[config.mk]
export PLATFORM = sky130hd
export DESIGN_NAME = key_router_flat
export DESIGN_NICKNAME = d
export VERILOG_FILES = /design/src/rtl/key_router_if.sv /design/src/rtl/key_router.sv /design/src/flat_wrapper.sv
export SDC_FILE = /design/constraint.sdc
export NUM_CORES = 1
export LEC_CHECK = 0
export CORE_MARGIN = 3
export CORE_UTILIZATION = 30
export DETAILED_ROUTE_END_ITERATION = 8
export PLACE_DENSITY_LB_ADDON = 0.2
export SYNTH_ARGS = -nofsm -noshare
export SYNTH_HDL_FRONTEND = slang
export SYNTH_SLANG_ARGS = --single-unit
[constraint.sdc]
create_clock -name clk -period 1.6 [get_ports clk]
set_input_delay 0.32 -clock clk [delete_from_list [all_inputs] [get_ports clk]]
set_output_delay 0.32 -clock clk [all_outputs]
set_load 0.05 [all_outputs]
[src/rtl/key_router_if.sv]
// Bundles the keyboard event, game-timing inputs and all routed pulse outputs
// of the key router into one port group.
interface key_router_if;
   logic [10:0] key_event;
   logic        start;
   logic        sec_tick;
   logic        swap_req;
   logic        p1_up;
   logic        p1_down;
   logic        p1_left;
   logic        p1_right;
   logic        p2_up;
   logic        p2_down;
   logic        p2_left;
   logic        p2_right;
   logic        boom1_p;
   logic        boom2_p;
   logic        space_p;
   logic        pause_p;
   logic        reset_p;
   logic        swapped;
   logic [3:0]  swap_left;

   modport master (
      output key_event, start, sec_tick, swap_req,
      input  p1_up, p1_down, p1_left, p1_right,
      input  p2_up, p2_down, p2_left, p2_right,
      input  boom1_p, boom2_p, space_p, pause_p, reset_p,
      input  swapped, swap_left
   );

   modport slave (
      input  key_event, start, sec_tick, swap_req,
      output p1_up, p1_down, p1_left, p1_right,
      output p2_up, p2_down, p2_left, p2_right,
      output boom1_p, boom2_p, space_p, pause_p, reset_p,
      output swapped, swap_left
   );
endinterface

[src/rtl/key_router.sv]
// Turns PS/2 make codes into one-cycle player/system pulses, with a timed
// control-swap window and per-player boom cooldowns.
module key_router #(
   parameter int SWAP_LEN  = 5,
   parameter int BOOM_COOL = 10
) (
   input logic         clk,
   input logic         rstn,
   key_router_if.slave bus
);

   typedef enum logic {NORMAL, SWAPPED} swap_state_t;

   swap_state_t state;
   logic [3:0]  swap_left;
   logic [3:0]  cool1;
   logic [3:0]  cool2;
   logic [7:0]  last_code;
   logic [3:0]  mv1_q, mv2_q;
   logic        boom1_q, boom2_q, space_q, pause_q, reset_q;

   logic [7:0]  code;
   logic        accept, gate;
   logic [3:0]  pad1_mv, pad2_mv, mv1, mv2;
   logic        pad1_boom, pad2_boom;
   logic        req1, req2, grant1, grant2;
   logic        key_space, key_pause, key_reset;

   // Movement vectors are {up, down, left, right}; pad-2 arrows need the E0 prefix.
   always_comb begin
      code      = bus.key_event[7:0];
      accept    = bus.key_event[10] & ~bus.key_event[8] & (code != last_code);
      gate      = accept & bus.start;
      pad1_mv   = 4'b0000;
      pad2_mv   = 4'b0000;
      case (code)
         8'h1D:   pad1_mv = 4'b1000;
         8'h1B:   pad1_mv = 4'b0100;
         8'h1C:   pad1_mv = 4'b0010;
         8'h23:   pad1_mv = 4'b0001;
         8'h75:   pad2_mv = bus.key_event[9] ? 4'b1000 : 4'b0000;
         8'h72:   pad2_mv = bus.key_event[9] ? 4'b0100 : 4'b0000;
         8'h6B:   pad2_mv = bus.key_event[9] ? 4'b0010 : 4'b0000;
         8'h74:   pad2_mv = bus.key_event[9] ? 4'b0001 : 4'b0000;
         default: ;
      endcase
      pad1_boom = (code == 8'h16);
      pad2_boom = (code == 8'h69);
      mv1       = gate ? ((state == SWAPPED) ? pad2_mv : pad1_mv) : 4'b0000;
      mv2       = gate ? ((state == SWAPPED) ? pad1_mv : pad2_mv) : 4'b0000;
      req1      = gate & ((state == SWAPPED) ? pad2_boom : pad1_boom);
      req2      = gate & ((state == SWAPPED) ? pad1_boom : pad2_boom);
      grant1    = req1 & (cool1 == 4'd0);
      grant2    = req2 & (cool2 == 4'd0);
      key_space = accept & (code == 8'h29);
      key_pause = accept & (code == 8'h4D);
      key_reset = accept & (code == 8'h2D);
   end

   always_ff @(posedge clk or negedge rstn) begin
      if (!rstn) begin
         state     <= NORMAL;
         swap_left <= 4'd0;
         cool1     <= 4'd0;
         cool2     <= 4'd0;
         last_code <= 8'h00;
         mv1_q     <= 4'b0000;
         mv2_q     <= 4'b0000;
         boom1_q   <= 1'b0;
         boom2_q   <= 1'b0;
         space_q   <= 1'b0;
         pause_q   <= 1'b0;
         reset_q   <= 1'b0;
      end else begin
         last_code <= code;
         mv1_q     <= mv1;
         mv2_q     <= mv2;
         boom1_q   <= grant1;
         boom2_q   <= grant2;
         space_q   <= key_space;
         pause_q   <= key_pause;
         reset_q   <= key_reset;

         // A grant reloads the cooldown even when a second tick lands on the same edge.
         if (key_reset) begin
            cool1 <= 4'd0;
            cool2 <= 4'd0;
         end else begin
            if (grant1)
               cool1 <= 4'(BOOM_COOL);
            else if (bus.sec_tick && bus.start && cool1 != 4'd0)
               cool1 <= cool1 - 4'd1;
            if (grant2)
               cool2 <= 4'(BOOM_COOL);
            else if (bus.sec_tick && bus.start && cool2 != 4'd0)
               cool2 <= cool2 - 4'd1;
         end

         if (key_reset) begin
            state     <= NORMAL;
            swap_left <= 4'd0;
         end else if (bus.start) begin
            case (state)
               NORMAL: begin
                  if (bus.swap_req) begin
                     state     <= SWAPPED;
                     swap_left <= 4'(SWAP_LEN);
                  end
               end
               SWAPPED: begin
                  if (bus.swap_req) begin
                     swap_left <= 4'(SWAP_LEN);
                  end else if (bus.sec_tick) begin
                     if (swap_left <= 4'd1) begin
                        state     <= NORMAL;
                        swap_left <= 4'd0;
                     end else begin
                        swap_left <= swap_left - 4'd1;
                     end
                  end
               end
               default: begin
                  state     <= NORMAL;
                  swap_left <= 4'd0;
               end
            endcase
         end
      end
   end

   assign {bus.p1_up, bus.p1_down, bus.p1_left, bus.p1_right} = mv1_q;
   assign {bus.p2_up, bus.p2_down, bus.p2_left, bus.p2_right} = mv2_q;
   assign bus.boom1_p   = boom1_q;
   assign bus.boom2_p   = boom2_q;
   assign bus.space_p   = space_q;
   assign bus.pause_p   = pause_q;
   assign bus.reset_p   = reset_q;
   assign bus.swapped   = (state == SWAPPED);
   assign bus.swap_left = swap_left;

endmodule

[src/flat_wrapper.sv]
// flat-port wrapper written by rule: the top's interface ports become plain ports
module key_router_flat 
#(
   parameter int SWAP_LEN  = 5,
   parameter int BOOM_COOL = 10
)
  (clk, rstn, bus_key_event, bus_start, bus_sec_tick, bus_swap_req, bus_p1_up, bus_p1_down, bus_p1_left, bus_p1_right, bus_p2_up, bus_p2_down, bus_p2_left, bus_p2_right, bus_boom1_p, bus_boom2_p, bus_space_p, bus_pause_p, bus_reset_p, bus_swapped, bus_swap_left);
  key_router_if bus_i ();
  input logic clk;
  input logic rstn;
  input wire logic [$bits(bus_i.key_event)-1:0] bus_key_event;
  input wire logic [$bits(bus_i.start)-1:0] bus_start;
  input wire logic [$bits(bus_i.sec_tick)-1:0] bus_sec_tick;
  input wire logic [$bits(bus_i.swap_req)-1:0] bus_swap_req;
  output wire logic [$bits(bus_i.p1_up)-1:0] bus_p1_up;
  output wire logic [$bits(bus_i.p1_down)-1:0] bus_p1_down;
  output wire logic [$bits(bus_i.p1_left)-1:0] bus_p1_left;
  output wire logic [$bits(bus_i.p1_right)-1:0] bus_p1_right;
  output wire logic [$bits(bus_i.p2_up)-1:0] bus_p2_up;
  output wire logic [$bits(bus_i.p2_down)-1:0] bus_p2_down;
  output wire logic [$bits(bus_i.p2_left)-1:0] bus_p2_left;
  output wire logic [$bits(bus_i.p2_right)-1:0] bus_p2_right;
  output wire logic [$bits(bus_i.boom1_p)-1:0] bus_boom1_p;
  output wire logic [$bits(bus_i.boom2_p)-1:0] bus_boom2_p;
  output wire logic [$bits(bus_i.space_p)-1:0] bus_space_p;
  output wire logic [$bits(bus_i.pause_p)-1:0] bus_pause_p;
  output wire logic [$bits(bus_i.reset_p)-1:0] bus_reset_p;
  output wire logic [$bits(bus_i.swapped)-1:0] bus_swapped;
  output wire logic [$bits(bus_i.swap_left)-1:0] bus_swap_left;
  assign bus_i.key_event = bus_key_event;
  assign bus_i.start = bus_start;
  assign bus_i.sec_tick = bus_sec_tick;
  assign bus_i.swap_req = bus_swap_req;
  assign bus_p1_up = bus_i.p1_up;
  assign bus_p1_down = bus_i.p1_down;
  assign bus_p1_left = bus_i.p1_left;
  assign bus_p1_right = bus_i.p1_right;
  assign bus_p2_up = bus_i.p2_up;
  assign bus_p2_down = bus_i.p2_down;
  assign bus_p2_left = bus_i.p2_left;
  assign bus_p2_right = bus_i.p2_right;
  assign bus_boom1_p = bus_i.boom1_p;
  assign bus_boom2_p = bus_i.boom2_p;
  assign bus_space_p = bus_i.space_p;
  assign bus_pause_p = bus_i.pause_p;
  assign bus_reset_p = bus_i.reset_p;
  assign bus_swapped = bus_i.swapped;
  assign bus_swap_left = bus_i.swap_left;
  key_router #(.SWAP_LEN(SWAP_LEN), .BOOM_COOL(BOOM_COOL)) u_core (.clk(clk), .rstn(rstn), .bus(bus_i));
endmodule
; ---- Word-level counts from Yosys, hierarchy flattened
; Cells that the tools add are included.
[totals]
reg_bits = 34
in_bits = 16
[op_classes]
addsub = 3
n_lt_le_gt_ge = 1
eq_ne = 16
mux = 32
n_bitwise = 12
reduce_logical = 11
[op_table]
columns = operator, count
row1 = 4-bit two-way mux, 17
row2 = "8-bit by 7-bit equality test with 1-bit output, second input constant", 6
row3 = "8-bit by 5-bit equality test with 1-bit output, second input constant", 4
row4 = 4-bit case mux with 4 select lines, 2
row5 = "8-bit by 6-bit equality test with 1-bit output, second input constant", 3
row6 = "4-bit by 1-bit subtractor with 4-bit output, second input constant", 3
row7 = 1-bit AND, 10
row8 = 1-bit two-way mux, 9
row9 = 4-bit logical NOT, 2
row10 = 8-bit inequality test, 1
row11 = 4-bit case mux with 2 select lines, 1
row12 = 4-bit nonzero test, 2
row13 = 3-bit nonzero test, 2
row14 = "4-bit by 1-bit <= comparator with 1-bit output, second input constant", 1
row15 = "4-bit inequality test, second input constant", 1
row16 = 1-bit logical AND, 3
row17 = 3-bit two-way mux, 1
row18 = "3-bit by 2-bit inequality test with 1-bit output, second input constant", 1
row19 = 3-bit AND reduction, 1
row20 = 2-bit two-way mux, 1
row21 = 1-bit NOT, 2
row22 = 1-bit case mux with 2 select lines, 1
row23 = 2-bit nonzero test, 1

; ---- Depth between registers and ports, before layout
[logic_depth]
depth_word = 8
ltp_mapped = 8
mapped_depth_nobuf = 7

; ---- Least setup slack after synthesis
; Ideal clock, no wire load.
[synth_path]
kind = register -> register
from = reg u_core.state, in the netlist u_core.bus.swapped
to = reg u_core.cool2[1]
arrival_ps = 1738
path_slack_ps = -218
stages_incl_launch_ff = 7
path_buffers = 1
period_less_slack_ps = 1818
cell_sequence = dfrtp_1 -> buf_2 -> inv_1 -> and4_1 -> o221a_2 -> o21a_1 -> nor3_2
[synth_via]
elab_chain_len = 5
word_cells_on_any_way = 6
cone_classes = 3 x mux / 2 x bitwise / 1 x reduce/logical
[synth_lines]
columns = item, line
row1 = from (decl), key_router.sv:14  ; swap_state_t state;
row2 = from (signal assigned), key_router.sv:62  ; state <= NORMAL;
row3 = from (signal assigned), key_router.sv:100  ; state <= NORMAL;
row4 = from (signal assigned), key_router.sv:106  ; state <= SWAPPED;
row5 = 1-bit two-way mux (*), key_router.sv:52  ; req2 = gate & ((state == SWAPPED) ? pad1_boom : pad2_boom);
row6 = 1-bit AND (*), key_router.sv:52
row7 = 1-bit AND (*), key_router.sv:54  ; grant2 = req2 & (cool2 == 4'd0);
row8 = via u_core.grant2, key_router.sv:26  ; logic req1, req2, grant1, grant2;
row9 = 4-bit two-way mux, key_router.sv:93  ; if (grant2)
row10 = 4-bit two-way mux, key_router.sv:85  ; if (key_reset) begin
row11 = to (signal assigned), key_router.sv:94  ; cool2 <= 4'(BOOM_COOL);
row12 = to (signal assigned), key_router.sv:96  ; cool2 <= cool2 - 4'd1;
row13 = to (decl), key_router.sv:17  ; logic [3:0] cool2;
; The timed path passes the listed nets; every way through them passes the cells marked *.
; A chain may end at the register's enable or synchronous reset.

; ---- Worst setup path after layout
[layout_path]
from = reg u_core.cool1[0]
to = reg u_core.cool1[1]
[layout_via]
elab_chain_len = 4
word_cells_on_any_way = 9
cone_classes = 1 x add/sub / 3 x mux / 1 x bitwise / 4 x reduce/logical
[layout_lines]
columns = item, line
row1 = from (decl), key_router.sv:16  ; logic [3:0] cool1;
row2 = from (signal assigned), key_router.sv:90  ; cool1 <= 4'(BOOM_COOL);
row3 = from (signal assigned), key_router.sv:92  ; cool1 <= cool1 - 4'd1;
row4 = 4-bit by 1-bit subtractor with 4-bit output or 4-bit logical NOT (tied branches), "key_router.sv:92, key_router.sv:53"
row5 = 4-bit two-way mux or 1-bit AND (tied branches), "key_router.sv:91, key_router.sv:53"
row6 = 4-bit two-way mux, key_router.sv:89  ; if (grant1)
row7 = 4-bit two-way mux, key_router.sv:85
; Several ways; a longest one is shown, not always the timed one. The select of a mux whose other input is x is not followed.

==> flow_summary.yaml <==
status:
  status: "finished, violations left"
  violations: "setup timing"
detailed_routing:
  drt_wl_total_mm: 4.60
  drc: 0
  viasPerCell: 4.76
  drtAntennaViolNets: 0
  drt_iter0_drc: 53
  vias: 1562
  drtPass1Iterations: 4
  wl_per_cell_um: 14.0
critical_path:
  cp_top_family: "simple AND/OR/NAND/NOR gates"
  critPathLaunchType: "flip-flop"
  worstReg2RegStart: "u_core.cool1[0]"
  crit_arrival_ps: 1840
  path_cells: "inv_1 > ha_2 > or3b_4 > and3_4 > buf_6 > nor3_1 > nor3_2"
  path_class: "reg -> reg"
  reg2reg_depth: 7
  critical_path.slowest_cell: "dfrtp_1"
  critPathRequiredTime_ps: 1770
  worstPathMaxFanout: 4
  cp-end-kind: "flip-flop"
  cpPeakStageDelay_ps: 390
  cp_num_cells: 7
  crit_buf_inv: 2
  crit_start: "u_core.cool1[0]"
synthesis:
  synth-edff-count: 0
  synthFlopType: "dfrtp_1"
  ys_types: 51
  synth_top_area_share_pct: 47.3
  synth_top_area_cell: "dfrtp_1"
  synthesis.nets: 194
  avgSynthCellArea_um2: 10.3
  synthTopCellsByArea: "dfrtp_1 (47%), xnor2_1 (4.9%), nor3_1 (3.9%)"
  synth_area_mm2: 0.00180
  yosysSeqAreaShare_pct: 47.3
  yosys_warnings: 0
  synth-seq-cells: 34
  syn_inst: 174
  async_flop_share_pct: 100
job:
  max_cap_violations: 0
sta:
  post-route-period-util_pct: 104
  final-max-slew-violation-count: 0
  worst_slew_pin_slew_ps: 348
  setup_violations: 6
  layout_setup_ws_ps: -68.2
  maxSlewHeadroom_pct: 76.6
  whs_ps: 309
  layout_min_cycle_time_ps: 1670
  rsz0062_at_grt: "yes"
  timing_hold_violations_final: 0
  max_clock_freq_mhz: 599
  finClkSkew_ps: 11.3
clock_network:
  clock_latency_ps: 290
  cts_tree: "yes"
  holdBufCountCts: 0
  cts_buffer_depth: 2
  htreeDepth: 2
  clk_pin_slew_ps: 70
  cts_made_buffers: 5
  cts.sinks: 34
  cts_root_buf: "clkbuf_8"
global_routing:
  grt_pass1_vias: 1661
  gr-total-overflow: 0
  grt_pass1_wl_mm: 8.16
  antenna_found_initial: 0
  grt_util_all_layers_pct: 14.4
  grt_max_degree: 35
min_path:
  min_from: "bus_key_event[4]"
  holdPathStages: 2
  hp-class: "in -> reg"
finish:
  final_nets: 275
  num_antenna_cells: 0
  area_growth_pct: 55.2
  drive_above_1_share_pct: 47.3
pwr:
  vdd_drop_max_mv: 0.536
  p_per_area_mw_per_mm2: 1170
  leakage_nw: 1.27
floorplan:
  ios: 34
  initial_core_util_pct: 31.9
  rows: 27
  die_y_um: 83.4
  die_x_um: 83.4
  die-area_mm2: 0.00696
  core_area_mm2: 0.00564
placed_design:
  place_ws_ps: -555
  dp_hpwl_mm: 3.37
  place_congestion: 0.821
  io_buffers: 33
[synthesized netlist by cell type, types with 2 or more instances]
cell type and n:
inv_1 9, clkbuf_1 3, and4bb_1 2, a31oi_1 2
o21a_1 2, nor4_1 3, nor2b_1 3, xnor2_1 10
nor3_1 14, mux2_2 4, nor3b_1 2, nand4_1 2
xor2_1 3, ha_1 4, nor2_1 13, nand3_1 2
nand2_1 17, and3_1 8, dfrtp_1 34, a21oi_1 4
mux2i_1 3
[placed cells by master (no fill, tap or decap), drive strengths merged, types with 3 or more instances in the layout]
master,Yosys,final
xor2,3,3
mux2,4,4
a21oi,4,4
mux2i,3,3
inv,9,9
nand4,3,3
and3,8,8
dlygate4sd2,0,5
nor3,15,15
ha,4,4
buf,4,66
nor2b,3,3
nor2,14,14
clkbuf,3,8
nand2,17,17
nor4,4,4
dfrtp,34,34
xnor2,11,11
clkdlybuf4s50,0,7
[logic make-up (layout without fill, tap and decap cells)]
logic type / count (synthesis) / after routing / share of synthesized area, %
compound gates: 16 / 16 / 7.30
fa+ha+maj: 4 / 4 / 2.78
buf+inv: 16 / 98 / 4.03
flops: 34 / 34 / 47.3
mux: 7 / 7 / 4.17
simple gates: 83 / 83 / 27.2
xor+xnor: 14 / 14 / 7.23
[per-layer routing]
layer  part of all wire (%)  wire (um)  vias up  global-route usage [%]
met1                     46       2120      741                    18.9
li1                       -          -      778                       -
met4                    1.3         58        0                    3.95
met2                     49       2230       36                    23.7
met5                      0          0        -                       0
met3                    4.0        184        7                    3.27
[report_power, final]
part           total (mW)  internal (mW)  switching (mW)
logic                1.48          0.797           0.685
registers            1.18           1.02           0.156
clock network       0.603          0.301           0.302
[state kept, by name, summed over array words and instances, names as in the netlist]
signal and count:
u_core.bus.swap_left 4, u_core.last_code 8, u_core.bus.swapped 1, u_core.mv1_q 4
u_core.bus.boom2_p 1, u_core.bus.pause_p 1, u_core.cool1 4, u_core.bus.boom1_p 1
u_core.bus.space_p 1, u_core.mv2_q 4, u_core.cool2 4, u_core.bus.reset_p 1
[metrics by stage]
stage	cells	total power, mW	util, %	TNS [ps]	cell area [um2]
after CTS	324	3.17	48.0	-208	2710
final	328	3.26	49.5	-156	2790
after floorplan	174	1.83	-	-59.2	1810
after detailed placement	312	2.45	44.7	-12250	2520
after global routing	328	3.48	49.5	-779	2790
after global placement	312	2.44	44.7	-12010	2520
[final cells by class]
cell class / instances / area, um2
Timing Repair Buffer: 81 / 723
Fill cell: 501 / 2850
Multi-Input combinational cell: 124 / 1010
Tap cell: 72 / 90.1
Sequential cell: 34 / 855
Clock inverter: 2 / 10.0
Inverter: 9 / 33.8
Clock buffer: 6 / 72.6
[repair_timing]
action | in CTS | in global routing
setup buffers | 3 | 4
cloned | 1 | 0
gates resized for setup | 33 | 17
pin swaps | 9 | 8
setup endpoints to repair | 25 | 16
endpoints found under the hold margin | 0 | 0
[final timing paths]
path | slack (ps) | endpoint
worst max-delay path | -70 | u_core.cool1[1]
worst max register to register | -70 | u_core.cool1[1]
worst min-delay path | 310 | u_core.last_code[4]
worst min register to register | 620 | u_core.cool2[3]
min in group asynchronous | 410 | u_core.cool1[0]
max in group asynchronous | 1000 | u_core.bus.swap_left[1]
(Power assumes the default switching activity.)
